**src/rtl/lcd_out_ctrl_if.sv**
```systemverilog
// Pixel-in / LCD-out bundle for lcd_out_ctrl; the slave side is the controller.
// Carries the scaler pixel stream, the LCD panel bus and the FIFO status taps.
interface lcd_out_ctrl_if #(
    parameter int DATA_WIDTH = 16,
    parameter int FIFO_AW    = 4
);
    logic [DATA_WIDTH-1:0] dIn;
    logic                  dInEn;
    logic                  VS;
    logic [DATA_WIDTH-1:0] lcdData;
    logic                  lcdDe;
    logic                  lcdHsyn;
    logic                  lcdVsyn;
    logic [FIFO_AW:0]      fifoCnt;
    logic                  ovf;
    logic                  udf;

    modport master (
        output dIn, dInEn, VS,
        input  lcdData, lcdDe, lcdHsyn, lcdVsyn, fifoCnt, ovf, udf
    );

    modport slave (
        input  dIn, dInEn, VS,
        output lcdData, lcdDe, lcdHsyn, lcdVsyn, fifoCnt, ovf, udf
    );
endinterface

```
**src/rtl/lcd_out_ctrl.sv**
```systemverilog
// LCD timing generator fed by a small pixel FIFO; outputs are 1 clock behind the h/v counters.
// No backpressure: pixels arriving at a full FIFO are dropped (ovf), and reads from an empty FIFO emit 0 (udf).
module lcd_out_ctrl #(
    parameter int DATA_WIDTH = 16,
    parameter int FIFO_AW    = 4,
    parameter int PRIME_LVL  = 8,
    parameter int H_ACTIVE   = 480,
    parameter int H_FP       = 2,
    parameter int H_SYNC     = 41,
    parameter int H_BP       = 2,
    parameter int V_ACTIVE   = 272,
    parameter int V_FP       = 2,
    parameter int V_SYNC     = 10,
    parameter int V_BP       = 2,
    parameter int CNT_W      = 11
) (
    input  logic          clk,
    input  logic          rst,
    lcd_out_ctrl_if.slave io
);
    localparam int DEPTH = 1 << FIFO_AW;

    localparam logic [CNT_W-1:0] H_ACT_END = CNT_W'(H_ACTIVE);
    localparam logic [CNT_W-1:0] H_SYN_BEG = CNT_W'(H_ACTIVE + H_FP);
    localparam logic [CNT_W-1:0] H_SYN_END = CNT_W'(H_ACTIVE + H_FP + H_SYNC);
    localparam logic [CNT_W-1:0] H_LAST    = CNT_W'(H_ACTIVE + H_FP + H_SYNC + H_BP - 1);
    localparam logic [CNT_W-1:0] V_ACT_END = CNT_W'(V_ACTIVE);
    localparam logic [CNT_W-1:0] V_SYN_BEG = CNT_W'(V_ACTIVE + V_FP);
    localparam logic [CNT_W-1:0] V_SYN_END = CNT_W'(V_ACTIVE + V_FP + V_SYNC);
    localparam logic [CNT_W-1:0] V_LAST    = CNT_W'(V_ACTIVE + V_FP + V_SYNC + V_BP - 1);

    localparam logic [FIFO_AW:0] FULL_LVL  = (FIFO_AW+1)'(DEPTH);
    localparam logic [FIFO_AW:0] PRIME_C   = (FIFO_AW+1)'(PRIME_LVL);

    localparam logic [1:0] IDLE  = 2'd0;
    localparam logic [1:0] PRIME = 2'd1;
    localparam logic [1:0] RUN   = 2'd2;

    logic [1:0]            state_q, state_d;
    logic                  vs_q, vs_d;
    logic [CNT_W-1:0]      h_cnt_q, h_cnt_d, v_cnt_q, v_cnt_d;
    logic [FIFO_AW-1:0]    wr_ptr_q, wr_ptr_d, rd_ptr_q, rd_ptr_d;
    logic [FIFO_AW:0]      cnt_q, cnt_d;
    logic [DATA_WIDTH-1:0] data_q, data_d;
    logic                  de_q, de_d, hsyn_q, hsyn_d, vsyn_q, vsyn_d;
    logic                  ovf_q, ovf_d, udf_q, udf_d;
    logic [DATA_WIDTH-1:0] mem_q [DEPTH];

    logic running, h_act, h_syn, v_act, v_syn, frame_start;
    logic rd_req, rd_ok, wr_req, wr_ok;

    always_comb begin
        running     = (state_q == RUN);
        h_act       = (h_cnt_q < H_ACT_END);
        h_syn       = (h_cnt_q >= H_SYN_BEG) && (h_cnt_q < H_SYN_END);
        v_act       = (v_cnt_q < V_ACT_END);
        v_syn       = (v_cnt_q >= V_SYN_BEG) && (v_cnt_q < V_SYN_END);
        frame_start = running && (h_cnt_q == '0) && (v_cnt_q == '0);

        // No bypass: an empty FIFO fails the read even if a write lands this cycle.
        rd_req = running && h_act && v_act;
        rd_ok  = rd_req && (cnt_q != '0);
        wr_req = io.dInEn && (state_q != IDLE);
        wr_ok  = wr_req && ((cnt_q != FULL_LVL) || rd_ok);

        state_d  = state_q;
        vs_d     = io.VS;
        h_cnt_d  = h_cnt_q;
        v_cnt_d  = v_cnt_q;
        wr_ptr_d = wr_ptr_q;
        rd_ptr_d = rd_ptr_q;
        cnt_d    = cnt_q;

        if (wr_ok) wr_ptr_d = wr_ptr_q + FIFO_AW'(1);
        if (rd_ok) rd_ptr_d = rd_ptr_q + FIFO_AW'(1);
        case ({wr_ok, rd_ok})
            2'b10:   cnt_d = cnt_q + (FIFO_AW+1)'(1);
            2'b01:   cnt_d = cnt_q - (FIFO_AW+1)'(1);
            default: cnt_d = cnt_q;
        endcase

        case (state_q)
            IDLE: begin
                if (io.VS && !vs_q) begin
                    state_d  = PRIME;
                    wr_ptr_d = '0;
                    rd_ptr_d = '0;
                    cnt_d    = '0;
                end
            end
            PRIME: begin
                if (cnt_q >= PRIME_C) begin
                    state_d = RUN;
                    h_cnt_d = '0;
                    v_cnt_d = '0;
                end
            end
            RUN: begin
                // Free-running raster: never stalls on underflow.
                if (h_cnt_q == H_LAST) begin
                    h_cnt_d = '0;
                    v_cnt_d = (v_cnt_q == V_LAST) ? '0 : v_cnt_q + CNT_W'(1);
                end else begin
                    h_cnt_d = h_cnt_q + CNT_W'(1);
                end
            end
            default: state_d = IDLE;
        endcase

        de_d   = rd_req;
        hsyn_d = !(running && h_syn);
        vsyn_d = !(running && v_syn);
        data_d = rd_ok ? mem_q[rd_ptr_q] : '0;

        // A set in the frame-start cycle outranks the clear.
        ovf_d = (wr_req && !wr_ok) || (ovf_q && !frame_start);
        udf_d = (rd_req && !rd_ok) || (udf_q && !frame_start);
    end

    always_ff @(posedge clk) begin
        if (wr_ok) mem_q[wr_ptr_q] <= io.dIn;
    end

    always_ff @(posedge clk) begin
        if (!rst) begin
            state_q  <= IDLE;
            vs_q     <= 1'b0;
            h_cnt_q  <= '0;
            v_cnt_q  <= '0;
            wr_ptr_q <= '0;
            rd_ptr_q <= '0;
            cnt_q    <= '0;
            data_q   <= '0;
            de_q     <= 1'b0;
            hsyn_q   <= 1'b1;
            vsyn_q   <= 1'b1;
            ovf_q    <= 1'b0;
            udf_q    <= 1'b0;
        end else begin
            state_q  <= state_d;
            vs_q     <= vs_d;
            h_cnt_q  <= h_cnt_d;
            v_cnt_q  <= v_cnt_d;
            wr_ptr_q <= wr_ptr_d;
            rd_ptr_q <= rd_ptr_d;
            cnt_q    <= cnt_d;
            data_q   <= data_d;
            de_q     <= de_d;
            hsyn_q   <= hsyn_d;
            vsyn_q   <= vsyn_d;
            ovf_q    <= ovf_d;
            udf_q    <= udf_d;
        end
    end

    assign io.lcdData = data_q;
    assign io.lcdDe   = de_q;
    assign io.lcdHsyn = hsyn_q;
    assign io.lcdVsyn = vsyn_q;
    assign io.fifoCnt = cnt_q;
    assign io.ovf     = ovf_q;
    assign io.udf     = udf_q;
endmodule

```
**src/flat_wrapper.sv**
```systemverilog
// flat-port wrapper written by rule: the top's interface ports become plain ports
module lcd_out_ctrl_flat 
#(
    parameter int DATA_WIDTH = 16,
    parameter int FIFO_AW    = 4,
    parameter int PRIME_LVL  = 8,
    parameter int H_ACTIVE   = 480,
    parameter int H_FP       = 2,
    parameter int H_SYNC     = 41,
    parameter int H_BP       = 2,
    parameter int V_ACTIVE   = 272,
    parameter int V_FP       = 2,
    parameter int V_SYNC     = 10,
    parameter int V_BP       = 2,
    parameter int CNT_W      = 11
)
  (clk, rst, io_dIn, io_dInEn, io_VS, io_lcdData, io_lcdDe, io_lcdHsyn, io_lcdVsyn, io_fifoCnt, io_ovf, io_udf);
  lcd_out_ctrl_if #(.DATA_WIDTH(DATA_WIDTH), .FIFO_AW(FIFO_AW)) io_i ();
  input  logic clk;
  input  logic rst;
  input wire logic [$bits(io_i.dIn)-1:0] io_dIn;
  input wire logic [$bits(io_i.dInEn)-1:0] io_dInEn;
  input wire logic [$bits(io_i.VS)-1:0] io_VS;
  output wire logic [$bits(io_i.lcdData)-1:0] io_lcdData;
  output wire logic [$bits(io_i.lcdDe)-1:0] io_lcdDe;
  output wire logic [$bits(io_i.lcdHsyn)-1:0] io_lcdHsyn;
  output wire logic [$bits(io_i.lcdVsyn)-1:0] io_lcdVsyn;
  output wire logic [$bits(io_i.fifoCnt)-1:0] io_fifoCnt;
  output wire logic [$bits(io_i.ovf)-1:0] io_ovf;
  output wire logic [$bits(io_i.udf)-1:0] io_udf;
  assign io_i.dIn = io_dIn;
  assign io_i.dInEn = io_dInEn;
  assign io_i.VS = io_VS;
  assign io_lcdData = io_i.lcdData;
  assign io_lcdDe = io_i.lcdDe;
  assign io_lcdHsyn = io_i.lcdHsyn;
  assign io_lcdVsyn = io_i.lcdVsyn;
  assign io_fifoCnt = io_i.fifoCnt;
  assign io_ovf = io_i.ovf;
  assign io_udf = io_i.udf;
  lcd_out_ctrl #(.DATA_WIDTH(DATA_WIDTH), .FIFO_AW(FIFO_AW), .PRIME_LVL(PRIME_LVL), .H_ACTIVE(H_ACTIVE), .H_FP(H_FP), .H_SYNC(H_SYNC), .H_BP(H_BP), .V_ACTIVE(V_ACTIVE), .V_FP(V_FP), .V_SYNC(V_SYNC), .V_BP(V_BP), .CNT_W(CNT_W)) u_core (.clk(clk), .rst(rst), .io(io_i));
endmodule
```
**config.mk**
```make
export PLATFORM = sky130hd
export DESIGN_NAME = lcd_out_ctrl_flat
export DESIGN_NICKNAME = d
export VERILOG_FILES = /design/src/rtl/lcd_out_ctrl_if.sv /design/src/rtl/lcd_out_ctrl.sv /design/src/flat_wrapper.sv
export SDC_FILE = /design/constraint.sdc
export NUM_CORES = 1
export LEC_CHECK = 0
export ABC_AREA = 1
export CAP_MARGIN = 0
export CORE_ASPECT_RATIO = 0.8
export CORE_MARGIN = 3
export CORE_UTILIZATION = 50
export CTS_CLUSTER_DIAMETER = 40
export CTS_CLUSTER_SIZE = 30
export DETAILED_ROUTE_END_ITERATION = 16
export MAX_ROUTING_LAYER = met4
export PLACE_DENSITY = 0.74
export REMOVE_ABC_BUFFERS = 1
export SYNTH_ARGS = -nofsm -noshare
export SYNTH_HDL_FRONTEND = slang
export SYNTH_SLANG_ARGS = --single-unit
export TNS_END_PERCENT = 10
```
**constraint.sdc**
```tcl
create_clock -name clk -period 4.95 [get_ports clk]
set_input_delay 0.495 -clock clk [delete_from_list [all_inputs] [get_ports clk]]
set_output_delay 0.495 -clock clk [all_outputs]
set_load 0.01 [all_outputs]
```
==> flow_summary.yaml <==
global_route:
  busiest_layer: "met2"
  grt_pass1_vias: 8225
  grt_remaining_overflow: 0
  grt_max_degree: 106
  antenna_found_initial: 0
  use_met3: 0.02729
  met2_usage: 0.3342
  met1_usage: 0.3207
  grt_pass1_wl_um: 46410
  track_usage: 0.2218
clocking:
  cts_made_buffers: 31
  root_buffer: "clkbuf_16"
  clk_pin_slew_worst_paths_ns: 0.07
  cts.sinks: 315
  insertion_delay_ns: 0.58
  clock_path_buffers: 3
  cts-resized-gates: 0
  post_cts_buffers: 0
  cts_max_level: 1
  cts_tree: "yes"
  ctsHoldBuffers: 0
yosys:
  ys_ff_latch: 315
  syn_avg_cell_area_um2: 11.20
  synth_cell_type_count: 44
  ys_warn_count: 0
  synth_edf_count: 256
  synth_ff_type: "edfxtp_1"
  synthCells: 1161
  ys_seq_area_frac: 0.6822
  synth_area_um2: 13000
  synth_async_sr_flop_share: 0
cells_and_area:
  fin_nets: 1223
  area_delta_synth_final_pct: 13.59
  final_util: 0.5805
  drive_gt1_frac: 0.09406
  mostFrequentLayoutCells: "edfxtp_1, nor2_1, nand2_1"
  n_antenna_cell: 0
  final_cell_count_no_fill: 1563
  mostFrequentLayoutCell: "edfxtp_1"
setup_path:
  crit_top_cell: "nand2_1"
  cp_top_family: "simple AND/OR/NAND/NOR gates"
  cpPeakStageDelay_ns: 0.79
  cp_data_required_time_ns: 5.13
  cp_cell_sequence: "nor2_2 > nand2_1 > nor2_4 > nand3_4 > nand2_1 > nand2_2 > inv_2 > nand2_1 > nor2_2"
  critPathBufInv: 1
  cp_max_fo: 16
  critPathSlowestCell: "nor2_2"
  end_kind: "register"
  critPathKind: "reg -> reg"
  worstPathArrival_ns: 2.79
  start_kind: "register"
floorplanning:
  start_util: 0.5110
  placementRows: 52
  die_x_um: 186.3
  core-area_um2: 25440
  die_area_um2: 27980
  io_pins: 46
  die_height_um: 150.2
place:
  pre_cts_slack_ns: 1.946
  placement.io_buffers: 45
  gp_congestion: 0.8803
  placedCellCount: 1506
  dp_hpwl_um: 17840
power_and_ir_drop:
  power_density_nw_per_um2: 366.0
  ir_drop_v: 0.0002487
  p_leak_uw: 0.005177
detailed_routing:
  drtIter0Drc: 851
  drc: 0
  vias: 8812
  drtPass1Iterations: 5
  wl_per_cell_um: 19.22
  drt.antenna.violating_nets: 0
  wirelength_um: 30050
  avgViaCountPerCell: 5.638
timing:
  clock.fmax_ghz: 0.3831
  drv_slew: 0
  worst_slew_pin_slew_ns: 1.093
  timing.final.crit_period_ns: 2.610
  setup_viol: 0
  relSlewSlack: 0.2716
  rsz0062_at_grt: "false"
  skew_ns: 0.02720
  layout_worst_path_cycle_share: 0.5274
  worst_slack_ns: 2.340
  fin_setup_tns_ns: 0
  hold_viol_final: 0
  fin_hold_ws_ns: 0.4969
worst_hold_path:
  min_path_type: "reg -> reg"
run:
  max_cap_violations: 0
outcome:
  status: "finished, final reports clean"
final cells by class:
| class | count | area, µm² |
|---|---|---|
| sequential | 315 | 8874 |
| fill | 2064 | 10670 |
| clock inverter | 26 | 267.8 |
| clock buffer | 31 | 775.7 |
| tap | 351 | 439.2 |
| inverter | 56 | 212.7 |
| timing repair buffer | 52 | 503.0 |
| multi-input combinational | 732 | 3695 |
Yosys cell counts (10+ instances only):
master | count | area (µm²)
edfxtp_1 | 256 | 7687
nor2_1 | 211 | 792.0
nand2_1 | 162 | 608.1
o21ai_0 | 136 | 680.7
dfxtp_1 | 59 | 1181
o22ai_1 | 48 | 300.3
inv_1 | 45 | 168.9
nand3_1 | 42 | 210.2
clkbuf_1 | 33 | 123.9
o21ai_1 | 26 | 130.1
a21oi_1 | 22 | 110.1
o211a_1 | 16 | 160.2
buf_2 | 14 | 70.07
ha_1 | 14 | 175.2
inv_2 | 10 | 37.54
logic make-up after synthesis:
logic type / count (synthesis) / synth area share
adders and majority gates: 15 / 0.01501
AOI/OAI and AO/OA: 255 / 0.1112
DFF: 315 / 0.6822
and+or+nand+nor: 456 / 0.1509
xor gates and xnor gates: 6 / 0.004042
buffers and inverters: 114 / 0.03667
through the flow:
| step | power [µW] | instance area (µm²) |
|---|---|---|
| after floorplan | 2999 | 12730 |
| after global placement | 3081 | 13720 |
| after detailed placement | 3085 | 13720 |
| after CTS | 5433 | 14770 |
| after global routing | 5566 | 14770 |
| final | 5404 | 14770 |
worst min-delay path, delay by kind of cell (launching register included):
| family | cells | cell delay (ns) |
|---|---|---|
| AND/OR/NAND/NOR | 2 | 0.13 |
| flip-flops | 1 | 0.32 |
path summary, 6_finish.rpt:
| path | startpoint | end | slack [ns] | depth (start not counted) |
|---|---|---|---|---|
| worst max-delay path | u_core.v_cnt_q[10]$_SDFFE_PN0P_ | u_core.mem_q[9][1]$_DFFE_PP_ | 2.34 | 9 |
| worst min register to register | u_core.io.udf$_SDFF_PN0_ | u_core.io.udf$_SDFF_PN0_ | 0.50 | 2 |
| worst min-delay path | u_core.io.udf$_SDFF_PN0_ | u_core.io.udf$_SDFF_PN0_ | 0.50 | 2 |
| worst max register to register | u_core.v_cnt_q[10]$_SDFFE_PN0P_ | u_core.mem_q[9][1]$_DFFE_PP_ | 2.34 | 9 |
power by group:
group / internal [µW] / switching, µW
Clock: 1300 / 1080
Sequential: 2870 / 9.64
Combinational: 38.8 / 105
state kept, by name (all words and copies together) (netlist names):
name               cells
u_core.io.lcdData     16
u_core.mem_q         256
u_core.rd_ptr_q        4
u_core.v_cnt_q        11
u_core.io.udf          1
u_core.vs_q            1
u_core.io.fifoCnt      5
u_core.h_cnt_q        11
u_core.io.ovf          1
u_core.io.lcdHsyn      1
u_core.wr_ptr_q        4
u_core.state_q         2
u_core.io.lcdVsyn      1
u_core.io.lcdDe        1
per-layer routing:
| layer | wire length (µm) | share of wire | up-vias |
|---|---|---|---|
| li1 | - | - | 4158 |
| met1 | 13390 | 0.45 | 4256 |
| met2 | 13590 | 0.45 | 331 |
| met5 | 0 | 0 | - |
| met4 | 946 | 0.031 | 0 |
| met3 | 2119 | 0.071 | 67 |
Power figures use the tool's default switching activity.
